==> src/rtl/ccc_apb_cfg_master.sv <==
// ccc_apb_cfg_master
// APB-style initiator for the CCC/PLL dynamic-configuration port. Each command
// accepted from the control logic becomes one fixed-length APB transfer
// (SETUP then ACCESS, no PREADY). A write can optionally be followed by a wait
// for the PLL LOCK to stay high for LOCK_STABLE cycles, giving up after
// LOCK_TIMEOUT cycles. Completion is a one-cycle rsp_valid pulse.
//
// Ports:
//   clk, rst_n          block clock (also PCLK), async active-low reset
//   cmd_valid/ready     command handshake; ready only while idle
//   cmd_write/addr/wdata/wait_lock   command fields, latched on acceptance
//   rsp_valid/rdata/err one-cycle response; rdata is 0 for writes, err = lock timeout
//   psel/penable/pwrite/paddr/pwdata   APB request outputs (registered)
//   prdata              APB read data from the CCC
//   pll_lock            asynchronous PLL LOCK, synchronized internally
module ccc_apb_cfg_master #(
  parameter int LOCK_STABLE  = 64,
  parameter int LOCK_TIMEOUT = 65535,
  parameter int CNT_W        = 16
) (
  input  logic       clk,
  input  logic       rst_n,
  input  logic       cmd_valid,
  output logic       cmd_ready,
  input  logic       cmd_write,
  input  logic [5:0] cmd_addr,
  input  logic [7:0] cmd_wdata,
  input  logic       cmd_wait_lock,
  output logic       rsp_valid,
  output logic [7:0] rsp_rdata,
  output logic       rsp_err,
  output logic       psel,
  output logic       penable,
  output logic       pwrite,
  output logic [5:0] paddr,
  output logic [7:0] pwdata,
  input  logic [7:0] prdata,
  input  logic       pll_lock
);

  typedef enum logic [2:0] {
    IDLE,
    SETUP,
    ACCESS,
    WAIT_LOCK,
    RESP
  } state_e;

  localparam logic [CNT_W-1:0] STABLE_TGT  = CNT_W'(LOCK_STABLE);
  localparam logic [CNT_W-1:0] TIMEOUT_TGT = CNT_W'(LOCK_TIMEOUT);
  localparam logic [CNT_W-1:0] CNT_ONE     = CNT_W'(1);
  localparam logic [CNT_W-1:0] CNT_MAX     = '1;

  state_e           state_q, state_d;
  logic             lockMeta_q, lockSync_q;
  logic [CNT_W-1:0] stableCnt_q, stableCnt_d;
  logic [CNT_W-1:0] toCnt_q, toCnt_d;
  logic             waitLock_q, waitLock_d;
  logic             psel_q, psel_d;
  logic             penable_q, penable_d;
  logic             pwrite_q, pwrite_d;
  logic [5:0]       paddr_q, paddr_d;
  logic [7:0]       pwdata_q, pwdata_d;
  logic             rspValid_q, rspValid_d;
  logic [7:0]       rspRdata_q, rspRdata_d;
  logic             rspErr_q, rspErr_d;

  // Two-flop synchronizer; only lockSync_q is ever looked at.
  always_ff @(posedge clk or negedge rst_n) begin
    if (!rst_n) begin
      lockMeta_q <= 1'b0;
      lockSync_q <= 1'b0;
    end else begin
      lockMeta_q <= pll_lock;
      lockSync_q <= lockMeta_q;
    end
  end

  // The latched command fields double as the APB address/data/direction
  // registers, so they naturally hold their last value between transfers.
  // Output registers are loaded from the next-state decode so that every
  // output lines up with the state it belongs to.
  always_comb begin
    state_d     = state_q;
    stableCnt_d = stableCnt_q;
    toCnt_d     = toCnt_q;
    waitLock_d  = waitLock_q;
    pwrite_d    = pwrite_q;
    paddr_d     = paddr_q;
    pwdata_d    = pwdata_q;
    rspRdata_d  = '0;
    rspErr_d    = 1'b0;

    case (state_q)
      IDLE: begin
        if (cmd_valid) begin
          pwrite_d   = cmd_write;
          paddr_d    = cmd_addr;
          pwdata_d   = cmd_wdata;
          waitLock_d = cmd_wait_lock;
          state_d    = SETUP;
        end
      end
      SETUP: begin
        state_d = ACCESS;
      end
      ACCESS: begin
        // Lock waiting only makes sense after a write to the PLL.
        if (waitLock_q && pwrite_q) begin
          stableCnt_d = '0;
          toCnt_d     = '0;
          state_d     = WAIT_LOCK;
        end else begin
          rspRdata_d = pwrite_q ? 8'h00 : prdata;
          state_d    = RESP;
        end
      end
      WAIT_LOCK: begin
        stableCnt_d = !lockSync_q ? '0 :
                      (stableCnt_q == CNT_MAX) ? stableCnt_q : stableCnt_q + CNT_ONE;
        toCnt_d     = (toCnt_q == CNT_MAX) ? toCnt_q : toCnt_q + CNT_ONE;
        // Stable lock is checked first so it wins a tie with the timeout.
        if (stableCnt_q >= STABLE_TGT) begin
          state_d = RESP;
        end else if (toCnt_q >= TIMEOUT_TGT) begin
          rspErr_d = 1'b1;
          state_d  = RESP;
        end
      end
      RESP: begin
        state_d = IDLE;
      end
      default: begin
        state_d = IDLE;
      end
    endcase

    psel_d     = (state_d == SETUP) || (state_d == ACCESS);
    penable_d  = (state_d == ACCESS);
    rspValid_d = (state_d == RESP);
  end

  // State, counters and registered outputs.
  always_ff @(posedge clk or negedge rst_n) begin
    if (!rst_n) begin
      state_q     <= IDLE;
      stableCnt_q <= '0;
      toCnt_q     <= '0;
      waitLock_q  <= 1'b0;
      psel_q      <= 1'b0;
      penable_q   <= 1'b0;
      pwrite_q    <= 1'b0;
      paddr_q     <= '0;
      pwdata_q    <= '0;
      rspValid_q  <= 1'b0;
      rspRdata_q  <= '0;
      rspErr_q    <= 1'b0;
    end else begin
      state_q     <= state_d;
      stableCnt_q <= stableCnt_d;
      toCnt_q     <= toCnt_d;
      waitLock_q  <= waitLock_d;
      psel_q      <= psel_d;
      penable_q   <= penable_d;
      pwrite_q    <= pwrite_d;
      paddr_q     <= paddr_d;
      pwdata_q    <= pwdata_d;
      rspValid_q  <= rspValid_d;
      rspRdata_q  <= rspRdata_d;
      rspErr_q    <= rspErr_d;
    end
  end

  assign cmd_ready = (state_q == IDLE);
  assign psel      = psel_q;
  assign penable   = penable_q;
  assign pwrite    = pwrite_q;
  assign paddr     = paddr_q;
  assign pwdata    = pwdata_q;
  assign rsp_valid = rspValid_q;
  assign rsp_rdata = rspRdata_q;
  assign rsp_err   = rspErr_q;

endmodule

==> config.mk <==
export PLATFORM = sky130hd
export DESIGN_NAME = ccc_apb_cfg_master
export DESIGN_NICKNAME = d
export VERILOG_FILES = /design/src/rtl/ccc_apb_cfg_master.sv
export SDC_FILE = /design/constraint.sdc
export NUM_CORES = 1
export LEC_CHECK = 0
export CORE_ASPECT_RATIO = 0.9
export CORE_MARGIN = 2
export CORE_UTILIZATION = 40
export CTS_BUF_LIST = sky130_fd_sc_hd__clkbuf_16
export DETAILED_ROUTE_END_ITERATION = 10
export GPL_TIMING_DRIVEN = 0
export HOLD_SLACK_MARGIN = 0.03
export MAX_ROUTING_LAYER = met4
export REMOVE_ABC_BUFFERS = 1
export SKIP_CTS_REPAIR_TIMING = 1
export SYNTH_ARGS = -nofsm -noshare
export SYNTH_HDL_FRONTEND = slang
export SYNTH_SLANG_ARGS = --single-unit
==> constraint.sdc <==
create_clock -name clk -period 4.9 [get_ports clk]
set_input_delay 0.49 -clock clk [delete_from_list [all_inputs] [get_ports clk]]
set_output_delay 0.49 -clock clk [all_outputs]
set_load 0.01 [all_outputs]
Word-level counts from Yosys, hierarchy flattened
Index checks and enable logic that the tools add are counted.

Word-level logic and storage cells: 53. Register bits after elaboration: 65. Output and inout port bits: 28. Input bits: 28.

Eq/ne operators: 11. Add/subtract/negate cells: 2. Magnitude comparators: 2. Reductions and logical operators: 7. Mux-type cells: 17.

Operators with widths (number): two-way mux 16 bit (4); case mux 16 bit (2 select lines) (2); adder 16 x 1 -> 16 bit, second input constant (2); equality test 16 bit, second input constant (2); two-way mux 8 bit (3); >= comparator 16 bit, second input constant (1); >= comparator 16 x 7 -> 1 bit, second input constant (1); two-way mux 3 bit (4); case mux 3 bit (4 select lines) (1); equality test 3 x 2 -> 1 bit, second input constant (3); equality test 3 x 1 -> 1 bit, second input constant (2); AND reduction 3 bit (2); != test 2 bit, second input constant (2); equality test 3 bit, second input constant (1); logical NOT 3 bit (1); two-way mux 1 bit (3); != test 3 bit, second input constant (1); AND reduction 2 bit (1); nonzero test 2 bit (1); logical AND 1 bit (1); logical OR 1 bit (1).

Logic depth before layout (Yosys ltp)
Gate-level depths: netlist (run 1).

Word-level depth: 6. Mapped depth: 7. Gate-level depth less buffers: 6.

Least setup slack after synthesis (run 1)
No wires, ideal clock.

Path type: register to register. Start point: register state_q[0]. End point: register paddr_q[1] (netlist: paddr[1]). Buffers on the path: 3. Setup time: 0.125 ns. Required time: 4.775 ns. Arrival: 1.788 ns. Period minus slack after synthesis: 1.912 ns. Cell stages (with the launch flop): 7. Path slack: 2.988 ns. Path through: dfrtp_1 -> buf_2 -> nor3_1 -> and2_1 -> buf_2 -> buf_2 -> mux2_2.

Word-level cells in the longest chain between the ends: 2.

RTL lines: start: declaration (RTL line 54) `state_e state_q, state_d;`; start signal: assignment (RTL line 159) `state_q <= state_d;`; logical NOT 3 bit; named net cmd_ready (RTL line 24) `output logic cmd_ready,`; AND reduction 2 bit (no line); end signal: assignment (RTL line 166) `paddr_q <= paddr_d;`; end: declaration (RTL line 62) `logic [5:0] paddr_q, paddr_d;`.

The timed path passes the listed nets, and every way through them passes these cells. A chain may end at the register's enable or synchronous reset.

Final worst setup path (run 1)
Start point: register state_q[0]. End point: output port cmd_ready.

Word-level cells in the longest chain between the ends: 1.

RTL lines: logical NOT 3 bit (RTL line 174) `assign cmd_ready = (state_q == IDLE);`; end: declaration (RTL line 24).

No other way between the ends.

==> qor.yml, run 1 <==
outcome: "finished, final reports clean"
post-route-drc-count: 0
synth_seq_cells: 65
start_util_pct: 41.7
fmax_mhz: 446
final_util_pct: 54.6
path_clk_slew_ps: 50
cts_tree: "yes"
syn2layout_area_growth_pct: 31.1
grt_pass1_wl_mm: 10.6
diodes: 0
crit_type: "flip-flop to output pin"
start_kind: "flip-flop"
rr_worst_depth: 5
cts-buffers-inserted: 9
ys_warn_count: 0
setup_viol: 0
drv_slew: 0
r2r-end: "stableCnt_q[5]"
finalCritPeriodShare_pct: 45.7
drt_first_iter_violations: 115
num-nets-final: 372
firstDrtPassIters: 4
ys_types: 39
portBuffers: 55
clkSinkCount: 65
layout_setup_ws_ps: 2660
finalCriticalPeriod_ps: 2240
p_per_area_nw_per_um2: 499
crit_required_ps: 4410
fin_skew_ps: 3.88
p_leak_nw: 1.60
ios: 56
core_um2: 7150
cp-end-kind: "output pin"
wl_mm: 6.22
worstMarginPinSlew_ps: 1160
grt_pass1_vias: 2191
grt_usage_pct: 17.1
htree_levels: 3
path_max_fanout: 12
ys_seq_area_share_pct: 54.6
drive_above_1_share_pct: 12.1
fp-row-count: 29
syn_area_um2: 2980
syn_inst: 284
die_area_um2: 8160
r2r_slack_ps: 2720
cp.arrival_ps: 1750
antenna_found_initial: 0
vias: 2282
grt_setup_unrepaired: "no"
die_y_um: 85.9
wire_per_inst_um: 14.2
dp_slack_ps: 2730
hpwl_mm: 4.22
grt-ovfl-total: 0
root_buffer: "clkbuf_16"
die-width_um: 95.0
grt_start_max_net_pins: 66
clockBufferDepth: 2
postRouteAntennaNets: 0
syn_avg_cell_area_um2: 10.5
clock_latency_ps: 320
ir_drop_mv: 0.326
drv_cap: 0
viasPerCell: 5.20
fillerInstances: 647
maxSlewHeadroom_pct: 22.0
holdWs_ps: 258
hp-class: "input pin to asynchronous set/reset pin"
finalSetupTns_ps: 0
reg2reg_from: "state_q[2]"
final-hold-violation-count: 0
gp_congestion: 0.770
power_mw: 1.95
-- metrics by stage --
step | cells | instance area [um2]
floorplan | 275 | 2930
global placement | 423 | 3600
detailed placement | 423 | 3600
CTS | 439 | 3910
global route | 439 | 3910
finish | 439 | 3910
-- metal layers --
| metal | vias to the layer above | share of wire, % | global-route usage (%) |
|---|---|---|---|
| met5 | - | 0 | - |
| met4 | 0 | 0.50 | 3.95 |
| met3 | 4 | 5.6 | 5.45 |
| met2 | 61 | 44 | 24.6 |
| met1 | 1092 | 50 | 23.8 |
| li1 | 1125 | - | - |
-- cell type report --
cell class              instances  area [um2]  share of cell area [%]
clock buffers                   9         225                    5.77
repair buffers                 55         548                    14.0
multi-input cells             204        1280                    32.8
inverters                       6        22.5                   0.577
well taps                      93         116                    2.98
flip-flops and latches         65        1630                    41.6
clock inverters                 7        85.1                    2.18
-- worst max-delay path, stage by stage, from the launching register on --
cell and delay, ps:
dfrtp_1 490, nor3_1 330, clkdlybuf4s50_1 610
-- logic make-up (layout without fill, tap and decap cells) --
family	Yosys count	count (layout)	synth area share, %
DFF	65	65	54.6
and+or+nand+nor	117	117	19.6
muxes	22	22	8.10
xor gates and xnor gates	10	10	2.94
AOI/OAI and AO/OA	52	52	11.1
adders and majority gates	3	3	1.26
buffers and inverters	15	77	2.39
-- cell usage after synthesis, drive strengths merged --
| cell | count | share of area (%) |
|---|---|---|
| nand2b | 1 | 0.29 |
| nor4 | 7 | 1.7 |
| nand3 | 13 | 2.2 |
| xnor2 | 9 | 2.6 |
| nor2 | 26 | 3.3 |
| clkbuf | 2 | 0.25 |
| a41oi | 1 | 0.29 |
| or2 | 3 | 0.63 |
| buf | 7 | 1.4 |
| a31oi | 11 | 2.5 |
| and4 | 1 | 0.29 |
| and3b | 1 | 0.29 |
| nand3b | 2 | 0.50 |
| o21ai | 18 | 3.0 |
| nor3 | 10 | 1.8 |
| nand2 | 30 | 3.8 |
| a2111oi | 3 | 1.3 |
| a21oi | 11 | 2.0 |
| dfrtp | 65 | 55 |
| and3 | 2 | 0.42 |
| or3 | 3 | 0.63 |
| a21o | 1 | 0.25 |
| nand4 | 7 | 1.5 |
| a211oi | 5 | 1.3 |
| mux2 | 17 | 6.4 |
| inv | 6 | 0.76 |
| xor2 | 1 | 0.29 |
| o22ai | 1 | 0.21 |
| a31o | 1 | 0.29 |
| ha | 3 | 1.3 |
| and2 | 11 | 2.3 |
| mux2i | 5 | 1.7 |
-- registers in the layout (all words and copies together) (netlist names), 3 cells and up --
register / cells
stableCnt_q: 16
toCnt_q: 16
pwdata: 8
rsp_rdata: 8
paddr: 6
state_q: 3
-- power breakdown --
| part | internal (mW) | switching [mW] |
|---|---|---|
| combinational | 0.303 | 0.239 |
| sequential | 0.657 | 0.0842 |
| clock | 0.439 | 0.226 |
-- how the worst max path moves through the flow --
stage / startpoint / endpoint / slack [ps] / cells after the start
3_5_place_dp: state_q[2] / stableCnt_q[5] / 2730 / 5
6_report: state_q[0] / cmd_ready / 2660 / 2
4_1_cts: state_q[0] / cmd_ready / 2630 / 2
5_1_grt: stableCnt_q[1] / stableCnt_q[5] / 2560 / 6
3_3_place_gp: rst_n / pwdata[3] / 1040 / 1
2_1_floorplan: state_q[2] / stableCnt_q[5] / 2940 / 5
-- cell usage in the layout (no fill, tap or decap), drive strengths merged --
master	instances
nor2	26
a31o	1
a2111oi	3
a21o	1
xor2	1
a21oi	11
mux2i	5
clkinvlp	1
or2	3
a211oi	5
nor3	10
buf	1
nor4	7
inv	6
o21ai	18
bufinv	2
a41oi	1
clkdlybuf4s50	54
a31oi	11
nand2b	1
o22ai	1
or3	3
and2	11
and4	1
nand3b	2
mux2	17
and3b	1
clkbuf	9
dfrtp	65
nand3	13
nand4	7
xnor2	9
and3	2
nand2	30
ha	3
clkinv	4
Power figures use the tool's default switching activity.
==> run 2: changes to the inputs <==
- PLACE_DENSITY: default -> 0.66
- clock period: 4.9 -> 1.9 ns (I/O delays scaled with it)
==> qor.yml, run 2 (same netlist as run 1, synthesis figures left out) <==
fp-row-count: 29
num-nets-final: 379
vias: 2387
largest_registers: "stableCnt_q: 16 flops, toCnt_q: 16 flops"
crit_path_top_delay_cell: "dfrtp_1"
drv_cap: 0
ios: 56
die_y_um: 85.9
final_cell_mix: "dfrtp_1 (64), clkdlybuf4s50_1 (53), nand2_1 (30), nor2_1 (26), mux2_2 (17)"
grt_pass1_wl_mm: 10.8
gp_congestion: 0.798
hp-class: "input pin to asynchronous set/reset pin"
drt_first_iter_violations: 174
grt_setup_unrepaired: "yes"
r2r_slack_ps: -2
wire_per_inst_um: 14.6
cp-end-kind: "flip-flop"
portBuffers: 55
cp_top_family: "simple AND/OR/NAND/NOR gates"
critPathBufInv: 0
die_area_um2: 8160
violations: "hold timing, setup timing"
post-route-drc-count: 0
ir_drop_mv: 0.691
final-hold-violation-count: 53
p_per_area_nw_per_um2: 1230
dp_slack_ps: -254
layout_setup_ws_ps: -2.15
clockBufferDepth: 2
syn2layout_area_growth_pct: 35.6
die-width_um: 95.0
path_cells: "nand2b_2, or3_4, a31o_4, or3_1, a21oi_1"
dpl_cell_area_um2: 3600
htree_levels: 3
cts_tree: "yes"
holdWs_ps: -44.9
clock_latency_ps: 320
fmax_mhz: 526
start_kind: "flip-flop"
worstMarginPinSlew_ps: 823
wl_mm: 6.49
critical_path.max_stage_delay_ps: 430
finalSetupTns_ps: -2.15
fillerInstances: 600
crit_type: "flip-flop to flip-flop"
core_um2: 7150
antenna_found_initial: 0
setup_viol: 1
fin_skew_ps: 7.89
p_leak_nw: 1.67
firstDrtPassIters: 4
cts-buffers-inserted: 9
final_area_um2: 4040
maxSlewHeadroom_pct: 45.2
final_common_cell: "dfrtp_1"
finalCritPeriodShare_pct: 100
drv_slew: 0
power_mw: 4.97
root_buffer: "clkbuf_16"
grt_start_max_net_pins: 66
path_max_fanout: 12
grt-ovfl-total: 0
viasPerCell: 5.38
start_util_pct: 41.7
path_clk_slew_ps: 50
hpwl_mm: 4.24
grt_usage_pct: 17.5
clkSinkCount: 65
crit_required_ps: 2150
diodes: 0
cp.arrival_ps: 2150
grt_pass1_vias: 2306
outcome: "finished, violations left"
postRouteAntennaNets: 0
finalCriticalPeriod_ps: 1900
drive_above_1_share_pct: 17.1
-- run 2: changes by cell type in the layout (fill, tap and decap cells not counted), sizes merged --
cell           before  now
dlymetal6s2s        0    1
bufinv              2    1
inv                 6    7
clkinv              4    2
clkdlybuf4s50      54   53
buf                 1    8
-- run 2: path summary, 6_finish.rpt --
kind	from	endpoint	cells past startpoint
worst max-delay path	state_q[2]	stableCnt_q[5]	5
worst min register to register	lockMeta_q	lockSync_q	0
worst max register to register	state_q[2]	stableCnt_q[5]	5
max in group asynchronous	rst_n	state_q[0]	1
worst min-delay path	rst_n	toCnt_q[6]	1
min in group clk	pll_lock	lockMeta_q	1
-- run 2: area by class of cell --
type	instances	area (um2)	area share, %
sequential	65	1630	40.3
multi-input combinational	204	1400	34.6
tap	93	116	2.88
clock inverter	5	50.0	1.24
inverter	6	22.5	0.557
clock buffer	9	225	5.57
timing repair buffer	62	603	14.9
-- run 2: report_power, final --
part / total (mW) / switching, mW / internal [mW]
registers: 1.92 / 0.225 / 1.70
logic: 1.51 / 0.655 / 0.855
clock network: 1.54 / 0.551 / 0.987
-- run 2: through the flow --
step	std cells	utilization [%]
after floorplan	275	-
after global placement	423	50.3
after detailed placement	423	50.3
after CTS	437	54.2
after global routing	444	56.6
final	444	56.6
-- run 2: routing by layer --
layer	up-vias	global-route usage [%]	part of all wire, %
met5	-	-	0
met4	0	5.93	1.1
met3	7	5.54	4.3
met2	59	25.0	48
met1	1179	23.7	46
li1	1142	-	-
